### src/rtl/locked_cla_pkg.sv
// Shared types and helpers for the key-locked pipelined CLA adder.
package locked_cla_pkg;

  typedef enum logic [1:0] {
    RUN    = 2'd0,
    SHIFT  = 2'd1,
    DRAIN  = 2'd2,
    COMMIT = 2'd3
  } state_e;

  typedef enum logic {
    GATE_AND = 1'b0,
    GATE_OR  = 1'b1
  } gate_e;

  localparam int unsigned MAX_KEY_W = 64;

  // Even carry positions are AND-gated, odd positions OR-gated.
  function automatic gate_e gate_type(input int unsigned i);
    return ((i % 2) == 0) ? GATE_AND : GATE_OR;
  endfunction

  // Unlocking key: 1 on AND gates, 0 on OR gates.
  function automatic logic [MAX_KEY_W-1:0] correct_key(input int unsigned key_w);
    logic [MAX_KEY_W-1:0] k;
    k = '0;
    for (int unsigned i = 0; i < MAX_KEY_W; i++) begin
      if (i < key_w) k[i] = (gate_type(i) == GATE_AND);
    end
    return k;
  endfunction

  // Applies key gate i to carry c; positions beyond the key pass through.
  function automatic logic key_gate(input logic c, input logic k,
                                    input int unsigned i, input int unsigned key_w);
    if (i >= key_w) return c;
    return (gate_type(i) == GATE_AND) ? (c & k) : (c | k);
  endfunction

endpackage

### src/rtl/locked_cla_core.sv
// Combinational grouped carry-lookahead adder with a key gate on every carry.
module locked_cla_core
  import locked_cla_pkg::*;
#(
  parameter int unsigned WIDTH = 16,
  parameter int unsigned GROUP = 4,
  parameter int unsigned KEY_W = 16
) (
  input  logic [WIDTH-1:0] i_add1,
  input  logic [WIDTH-1:0] i_add2,
  input  logic             i_cin,
  input  logic [KEY_W-1:0] i_key,
  output logic [WIDTH:0]   o_sum_c
);

  localparam int unsigned NGRP  = WIDTH / GROUP;
  localparam int unsigned SUM_W = WIDTH + 1;

  logic [WIDTH-1:0] w_g;
  logic [WIDTH-1:0] w_p;
  logic [WIDTH-1:0] w_sum;
  logic [WIDTH:0]   w_key;
  logic [WIDTH:0]   w_c;
  logic [WIDTH:0]   w_cg;
  logic [NGRP-1:0]  w_grp_g;
  logic [NGRP-1:0]  w_grp_p;
  logic [NGRP-1:0]  w_grp_open;

  assign w_g   = i_add1 & i_add2;
  assign w_p   = i_add1 ^ i_add2;
  assign w_key = SUM_W'(i_key);

  // Group generate/propagate; a group is "open" when no gate sits inside it.
  always_comb begin
    w_grp_g    = '0;
    w_grp_p    = '0;
    w_grp_open = '0;
    for (int unsigned g = 0; g < NGRP; g++) begin
      w_grp_p[g]    = 1'b1;
      w_grp_open[g] = 1'b1;
      for (int unsigned b = 0; b < GROUP; b++) begin
        w_grp_g[g] = w_g[g*GROUP+b] | (w_p[g*GROUP+b] & w_grp_g[g]);
        w_grp_p[g] = w_grp_p[g] & w_p[g*GROUP+b];
        if ((b != 0) && ((g*GROUP+b) < KEY_W)) w_grp_open[g] = 1'b0;
      end
    end
  end

  // Gated carry chain; the gated carry feeds both the sum and the next lookahead.
  always_comb begin
    int unsigned idx;
    idx   = 0;
    w_c   = '0;
    w_cg  = '0;
    w_sum = '0;
    w_c[0] = i_cin;
    for (int unsigned g = 0; g < NGRP; g++) begin
      for (int unsigned b = 0; b < GROUP; b++) begin
        idx          = g*GROUP + b;
        w_cg[idx]    = key_gate(w_c[idx], w_key[idx], idx, KEY_W);
        w_sum[idx]   = w_p[idx] ^ w_cg[idx];
        w_c[idx+1]   = w_g[idx] | (w_p[idx] & w_cg[idx]);
      end
      if (w_grp_open[g]) begin
        w_c[(g+1)*GROUP] = w_grp_g[g] | (w_grp_p[g] & w_cg[g*GROUP]);
      end
    end
    w_cg[WIDTH] = key_gate(w_c[WIDTH], w_key[WIDTH], WIDTH, KEY_W);
  end

  assign o_sum_c = {w_cg[WIDTH], w_sum};

endmodule

### src/rtl/locked_cla_adder_pipe.sv
// Pipelined key-locked CLA adder with serial key load.
// Optional build macro LOCKED_CLA_OUTREG_EN adds a third (output) register stage.
module locked_cla_adder_pipe
  import locked_cla_pkg::*;
#(
  parameter int unsigned WIDTH = 16,
  parameter int unsigned GROUP = 4,
  parameter int unsigned KEY_W = 16
) (
  input  logic             clk_i,
  input  logic             rst_ni,
  input  logic [WIDTH-1:0] add1_i,
  input  logic [WIDTH-1:0] add2_i,
  input  logic             cin_i,
  input  logic             in_valid_i,
  output logic             in_ready_o,
  output logic [WIDTH:0]   result_o,
  output logic             out_valid_o,
  input  logic             out_ready_i,
  input  logic             key_load_i,
  input  logic             key_shift_i,
  input  logic             key_bit_i,
  output logic             key_busy_o
);

  localparam int unsigned CNT_W = $clog2(KEY_W + 1);

  state_e           r_state;
  logic [KEY_W-1:0] r_sr;
  logic [KEY_W-1:0] r_key;
  logic [CNT_W-1:0] r_cnt;
  logic             r_busy;
  logic             r_rst_done;

  logic             r_s1_valid;
  logic [WIDTH-1:0] r_s1_a;
  logic [WIDTH-1:0] r_s1_b;
  logic             r_s1_cin;
  logic             r_s2_valid;
  logic [WIDTH:0]   r_s2_sum;

  logic [WIDTH:0]   w_sum;
  logic             w_s2_drain;
  logic             w_s1_adv;
  logic             w_accept;
  logic             w_pipe_empty;

`ifdef LOCKED_CLA_OUTREG_EN
  logic             r_s3_valid;
  logic [WIDTH:0]   r_s3_sum;
  logic             w_out_free;

  assign w_out_free   = !r_s3_valid || out_ready_i;
  assign w_s2_drain   = w_out_free;
  assign w_pipe_empty = !r_s1_valid && !r_s2_valid && !r_s3_valid;
  assign result_o     = r_s3_sum;
  assign out_valid_o  = r_s3_valid;

  // Output stage: takes stage 2 whenever it is free or being consumed.
  always_ff @(posedge clk_i or negedge rst_ni) begin
    if (!rst_ni) begin
      r_s3_valid <= 1'b0;
      r_s3_sum   <= '0;
    end else if (r_s2_valid && w_out_free) begin
      r_s3_valid <= 1'b1;
      r_s3_sum   <= r_s2_sum;
    end else if (out_ready_i) begin
      r_s3_valid <= 1'b0;
    end
  end
`else
  assign w_s2_drain   = out_ready_i;
  assign w_pipe_empty = !r_s1_valid && !r_s2_valid;
  assign result_o     = r_s2_sum;
  assign out_valid_o  = r_s2_valid;
`endif

  assign w_s1_adv   = r_s1_valid && (!r_s2_valid || w_s2_drain);
  assign in_ready_o = r_rst_done && (r_state == RUN) && (!r_s1_valid || w_s1_adv);
  assign w_accept   = in_valid_i && in_ready_o;
  assign key_busy_o = r_busy;

  locked_cla_core #(
    .WIDTH (WIDTH),
    .GROUP (GROUP),
    .KEY_W (KEY_W)
  ) u_core (
    .i_add1  (r_s1_a),
    .i_add2  (r_s1_b),
    .i_cin   (r_s1_cin),
    .i_key   (r_key),
    .o_sum_c (w_sum)
  );

  // Stage 1: registers accepted operands.
  always_ff @(posedge clk_i or negedge rst_ni) begin
    if (!rst_ni) begin
      r_s1_valid <= 1'b0;
      r_s1_a     <= '0;
      r_s1_b     <= '0;
      r_s1_cin   <= 1'b0;
    end else if (w_accept) begin
      r_s1_valid <= 1'b1;
      r_s1_a     <= add1_i;
      r_s1_b     <= add2_i;
      r_s1_cin   <= cin_i;
    end else if (w_s1_adv) begin
      r_s1_valid <= 1'b0;
    end
  end

  // Stage 2: registers the gated sum using the key active at entry.
  always_ff @(posedge clk_i or negedge rst_ni) begin
    if (!rst_ni) begin
      r_s2_valid <= 1'b0;
      r_s2_sum   <= '0;
    end else if (w_s1_adv) begin
      r_s2_valid <= 1'b1;
      r_s2_sum   <= w_sum;
    end else if (w_s2_drain) begin
      r_s2_valid <= 1'b0;
    end
  end

  // Key-load FSM: shift in the key, wait for an empty pipeline, then commit.
  always_ff @(posedge clk_i or negedge rst_ni) begin
    if (!rst_ni) begin
      r_state    <= RUN;
      r_sr       <= '0;
      r_key      <= '0;
      r_cnt      <= '0;
      r_busy     <= 1'b0;
      r_rst_done <= 1'b0;
    end else begin
      r_rst_done <= 1'b1;
      case (r_state)
        RUN: begin
          if (key_load_i) begin
            r_state <= SHIFT;
            r_cnt   <= '0;
            r_busy  <= 1'b1;
          end
        end
        SHIFT: begin
          if (key_shift_i) begin
            r_sr  <= KEY_W'({r_sr, key_bit_i});
            r_cnt <= r_cnt + 1'b1;
            if (r_cnt == CNT_W'(KEY_W - 1)) r_state <= DRAIN;
          end
        end
        DRAIN: begin
          if (w_pipe_empty) r_state <= COMMIT;
        end
        COMMIT: begin
          r_key   <= r_sr;
          r_state <= RUN;
          r_busy  <= 1'b0;
        end
        default: r_state <= RUN;
      endcase
    end
  end

endmodule

### config.mk
export PLATFORM = sky130hd
export DESIGN_NAME = locked_cla_adder_pipe
export DESIGN_NICKNAME = d
export VERILOG_FILES = /design/src/rtl/locked_cla_pkg.sv /design/src/rtl/locked_cla_core.sv /design/src/rtl/locked_cla_adder_pipe.sv
export SDC_FILE = /design/constraint.sdc
export NUM_CORES = 1
export LEC_CHECK = 0
export CORE_MARGIN = 8
export CORE_UTILIZATION = 49
export DETAILED_ROUTE_END_ITERATION = 10
export GPL_TIMING_DRIVEN = 0
export PLACE_DENSITY = 0.74
export SYNTH_ARGS = -nofsm -noshare
export SYNTH_HDL_FRONTEND = slang
export SYNTH_SLANG_ARGS = --single-unit
### constraint.sdc
create_clock -name clk_i -period 9 [get_ports clk_i]
set_clock_uncertainty 0.15 [all_clocks]
set_input_delay 1.8 -clock clk_i [delete_from_list [all_inputs] [get_ports clk_i]]
set_output_delay 1.8 -clock clk_i [all_outputs]
set_load 0.01 [all_outputs]
==> qor.yml, run 1 <==
global_routing:
  grt_pass1_vias: 2589
  grt-ovfl-total: 0
  antenna_found_initial: 0
  grt_max_degree: 67
  track_usage: 0.141
  grt_pass1_wl_um: 13100
logic_synthesis:
  syn_avg_cell_area_um2: 15.6
  synth_ff_type: "dfrtp_1"
  syn_inst: 275
  synth_seq_cells: 93
  async_flop_share: 1.00
  syn_area_um2: 4300
  synth_edf_count: 0
  ys_seq_area_frac: 0.542
  syn_nets: 337
  yosys_warnings: 0
  ys_types: 37
die:
  core_area_um2: 8590
  die_w_um: 110
  io-pin-count: 60
  die-area_um2: 12000
  start_util: 0.500
  placementRows: 34
  die_y_um: 110
cts:
  cts.sinks: 93
  clockRootBuffer: "clkbuf_8"
  clk-insertion-delay-late_ns: 0.35
  clock_path_buffers: 2
  h-tree-depth: 3
  post_cts_buffers: 0
  cts_tree: "built"
  numCtsBuffers: 9
  clkTransAtPathRegs_ns: 0.08
pwr:
  total_power_mw: 1.68
  peakVddDrop_mv: 0.125
  leakagePower_nw: 2.43
  power_density_nw_per_um2: 316
finish:
  num-nets-final: 407
  syn_to_final_growth_pct: 24.0
  final_common_cell: "dfrtp_1"
  mostFrequentLayoutCells: "93 x dfrtp_1, 57 x clkdlybuf4s50_1, 48 x mux2_2"
  drive_gt1_frac: 0.407
  diodes: 0
worst_setup_path:
  crit_slowest_cell: "fa_1"
  cp.required_ns: 9.12
  critPathKind: "reg2reg"
  startpoint_type: "flip-flop"
  critPathMaxFanout: 2
  ff2ff_path_depth: 33
  critPathCaptureType: "flip-flop"
  crit_arrival_ns: 9.10
  cp_slowest_stage_delay_ns: 0.40
  crit_path_frequent_cell: "fa_2"
sta:
  slew_viol_final: 0
  setup_ws_ns: 0.0226
  period_share: 0.997
  max_freq_mhz: 111
  hold_ws_ns: 0.356
  finalSetupViolations: 0
  rsz0062_at_grt: "true"
  hold_violations: 0
  finalCriticalPeriod_ns: 8.98
worst_hold_path:
  hp-class: "reg2reg"
  whs_path_depth: 1
drt:
  dr.first_iter.drc_count: 44
  dr.pass1.iters: 4
  drtAntennaViolNets: 0
  drc: 0
  vias: 2321
  post_drt_wl_per_cell_um: 16.8
  finalWirelength_um: 7690
  vias_per_cell: 5.08
placement:
  pre_cts_slack_ns: -0.316
  portBuffers: 58
  place.gp.congestion: 0.752
  dp_hpwl_um: 5520
outcome:
  status: "finished clean"
job:
  drv_cap: 0
path summary, 6_finish.rpt:
kind	start	endpoint	slack [ns]
max in group asynchronous	rst_ni	r_s1_a[13]$_DFFE_PN0P_	6.86
worst min-delay path	result_o[14]$_DFFE_PN0P_	result_o[14]$_DFFE_PN0P_	0.36
min in group asynchronous	rst_ni	r_cnt[2]$_DFFE_PN0P_	1.22
worst max-delay path	r_key[0]$_DFFE_PN0P_	result_o[15]$_DFFE_PN0P_	0.02
worst min register to register	result_o[14]$_DFFE_PN0P_	result_o[14]$_DFFE_PN0P_	0.36
worst max register to register	r_key[0]$_DFFE_PN0P_	result_o[15]$_DFFE_PN0P_	0.02
synthesized netlist by cell type (2+ instances only):
cell type  instances  area, um^2
and2_1             8        50.1
and3_1             2        12.5
mux2_1             3        33.8
nand2_1            5        18.8
fa_1              16         320
or2_2              7        43.8
mux2_2            48         541
nor3_1             2        10.0
dfrtp_1           93        2330
buf_2              5        25.0
buf_12             3        60.1
ha_1               6        75.1
o22ai_1            2        12.5
nand3_1            2        10.0
nand2b_1           5        31.3
nand2_2            2        12.5
inv_1             10        37.5
mux2_4            30         450
mux2i_1            4        40.0
nor2_1             2        7.51
nor2b_4            2        27.5
a22o_1             3        26.3
sequential cells by signal, summed over array words and instances, names as in the netlist:
signal and cells:
key_busy_o 1, out_valid_o 1, r_cnt 5, r_key 16, r_rst_done 1, r_s1_a 16
r_s1_b 16, r_s1_cin 1, r_s1_valid 1, r_sr 16, r_state 2, result_o 17
where the power goes:
part	internal [mW]	switching, mW	leakage, nW
clock network	0.150	0.137	0.108
logic	0.431	0.246	1.15
registers	0.591	0.128	1.16
total	1.17	0.511	2.43
what timing repair did:
item,CTS,global route
gates resized for setup,16,0
hold buffers,0,0
endpoints found under the setup margin,3,2
pin swaps,7,1
layer usage:
metal / GRT usage / wire [um] / vias up
met5: 0 / 0 / -
met4: 0.0608 / 115 / 0
met3: 0.0211 / 284 / 10
li1: - / - / 1085
met2: 0.229 / 3820 / 40
met1: 0.184 / 3470 / 1186
layout make-up:
cell class | count | area [um^2]
Tap cell | 108 | 135
Fill cell | 660 | 3260
Timing Repair Buffer | 59 | 606
Inverter | 10 | 37.5
Buffer | 10 | 104
Clock buffer | 12 | 165
Multi-Input combinational cell | 162 | 1910
Clock inverter | 3 | 43.8
Sequential cell | 93 | 2330
cells by family (layout without fill, tap and decap cells):
kind of cell | count (synthesis) | count (layout) | share of synthesized area
buf+inv | 20 | 94 | 0.0329
other cells | 1 | 1 | 0.000873
compound gates | 12 | 12 | 0.0218
flops | 93 | 93 | 0.542
fa+ha+maj | 22 | 22 | 0.0920
simple gates | 42 | 42 | 0.0629
mux | 85 | 85 | 0.248
worst max-delay path, delay by kind of cell (launching register included):
| family | cells | cell delay (ns) |
|---|---|---|
| and+or+nand+nor | 16 | 2.95 |
| adders and majority gates | 16 | 5.25 |
| muxes | 1 | 0.13 |
| DFF | 1 | 0.38 |
through the flow:
| step | cells | instance area (um^2) | util | TNS [ns] |
|---|---|---|---|---|
| floorplan | 275 | 4340 | - | 0 |
| global placement | 441 | 5050 | 0.588 | -0.464 |
| detailed placement | 442 | 5080 | 0.591 | -0.415 |
| CTS | 457 | 5330 | 0.620 | -0.0239 |
| global route | 457 | 5330 | 0.620 | -0.275 |
| finish | 457 | 5330 | 0.620 | 0 |
Power figures use the tool's default switching activity.
==> inputs of run 2 (changes only) <==
- CORE_MARGIN: 8 -> not set
==> run 2 against run 1 <==
Net effect:
- the flow now finishes with violations (negative setup slack)
- via count increased by 1.4%
- critical endpoint unchanged
- clock power up 5%
- utilization rose by 2.0 points
- routed wire length is 4.1% lower
- largest power group unchanged
- sequential cell count is the same
==> qor.yml, run 2 (synthesis results as in run 1) <==
die:
  placementRows: 33
  die_y_um: 95.6
  io-pin-count: 60
  die_w_um: 95.6
  core_area_um2: 8340
  die-area_um2: 9150
  start_util: 0.515
pwr:
  power_density_nw_per_um2: 318
  leakagePower_nw: 2.43
  peakVddDrop_mv: 0.132
finish:
  mostFrequentLayoutCells: "93 x dfrtp_1, 57 x clkdlybuf4s50_1, 48 x mux2_2"
  diodes: 0
  syn_to_final_growth_pct: 24.2
  multi_input_area_um2: 1910
  fillers: 615
  fin_cells: 455
  final_core_utilization: 0.640
  num-nets-final: 408
  seq_area_um2: 2330
  drive_gt1_frac: 0.406
  final_common_cell: "dfrtp_1"
  largest_reg_flops: 17
placement:
  place.gp.congestion: 0.797
  place_inst: 439
  portBuffers: 58
  dp_hpwl_um: 5220
sta:
  slew_viol_final: 0
  hold_violations: 0
  rsz0062_at_grt: "true"
  period_share: 1.00
  finalCriticalPeriod_ns: 9.01
  setup_ws_ns: -0.00817
  slew_headroom: 0.685
  finalSetupTns_ns: -0.00817
  max_freq_mhz: 111
  finalSetupViolations: 1
  tightest_slew_ns: 0.459
worst_setup_path:
  critPathKind: "reg2reg"
  crit_start: "r_s1_cin$_DFFE_PN0P_"
  crit_slowest_cell: "fa_1"
  rr_startpoint: "r_s1_cin$_DFFE_PN0P_"
  reg2reg_slack_ns: -0.008
  startpoint_type: "flip-flop"
  cp.required_ns: 9.12
  ff2ff_path_depth: 33
  worstReg2RegEnd: "result_o[15]$_DFFE_PN0P_"
  crit_arrival_ns: 9.13
  critPathCaptureType: "flip-flop"
  cp_slowest_stage_delay_ns: 0.41
  crit_path_frequent_cell: "fa_2"
  critPathMaxFanout: 2
worst_hold_path:
  whs_path_depth: 1
  min_to: "result_o[14]$_DFFE_PN0P_"
  hold_start: "result_o[14]$_DFFE_PN0P_"
  hp-class: "reg2reg"
drt:
  dr.pass1.iters: 4
  finalWirelength_um: 7380
  post_drt_wl_per_cell_um: 16.2
  vias: 2354
  vias_per_cell: 5.17
  drtAntennaViolNets: 0
  dr.first_iter.drc_count: 56
  drc: 0
global_routing:
  grt_pass1_vias: 2447
  track_usage: 0.179
  antenna_found_initial: 0
  grt_pass1_wl_um: 12000
  grt_max_degree: 63
  grt-ovfl-total: 0
cts:
  numCtsBuffers: 9
  clk-insertion-delay-late_ns: 0.35
  clockRootBuffer: "clkbuf_8"
  clock_path_buffers: 2
  h-tree-depth: 3
  cts_tree: "built"
  cts.sinks: 93
  clkTransAtPathRegs_ns: 0.09
outcome:
  violations: "negative setup slack"
  status: "finished with violations"
job:
  drv_cap: 0
==> run 2: power by group <==
part | internal, mW | total, mW | leakage (nW) | switching (mW)
Combinational | 0.433 | 0.674 | 1.16 | 0.242
Clock | 0.162 | 0.300 | 0.105 | 0.138
Sequential | 0.591 | 0.720 | 1.16 | 0.129
Total | 1.19 | 1.70 | 2.43 | 0.509
==> run 2: per-layer routing <==
layer	global-route usage	up-vias	wire length, um
li1	-	1089	-
met1	0.243	1204	3390
met2	0.280	48	3570
met3	0.0287	13	261
met4	0.0871	0	150
met5	0	-	0
==> run 2: worst max-delay path by stage <==
stage / cells past startpoint / slack (ns) / endpoint
after floorplan: 33 / 0.02 / result_o[15]$_DFFE_PN0P_
after global placement: 33 / -0.33 / result_o[15]$_DFFE_PN0P_
after detailed placement: 33 / -0.33 / result_o[15]$_DFFE_PN0P_
after CTS: 33 / -0.07 / result_o[15]$_DFFE_PN0P_
after global routing: 33 / -0.27 / result_o[15]$_DFFE_PN0P_
final: 33 / -0.008 / result_o[15]$_DFFE_PN0P_
==> run 2: critical path: cells and delay by family, from the launching register on <==
kind / cells / cell delay [ns]
DFF: 1 / 0.40
and+or+nand+nor: 16 / 2.92
muxes: 1 / 0.14
adders and majority gates: 16 / 5.29
==> run 2: layout make-up <==
class / count / share of cell area
tap: 105 / 0.0246
timing repair buffer: 60 / 0.115
clock inverter: 4 / 0.0136
multi-input combinational: 162 / 0.358
inverter: 10 / 0.00703
buffer: 10 / 0.0195
sequential: 93 / 0.436
clock buffer: 11 / 0.0265
==> run 2: timing repair <==
action                     CTS  global route
buffers inserted             0             1
setup endpoints to repair    3             1
pin swaps                    8             9
hold buffers                 0             0
gates resized for setup     16             0
==> run 2: per-stage QoR <==
step	power [mW]	hold slack (ns)	cell area, um^2	worst slack, ns
6_report	1.70	0.355	5340	-0.00817
5_1_grt	1.83	0.373	5340	-0.268
4_1_cts	1.72	0.360	5330	-0.0685
3_5_place_dp	1.39	0.342	5070	-0.333
3_3_place_gp	1.36	0.325	5050	-0.332
2_1_floorplan	1.16	0.322	4340	0.0227
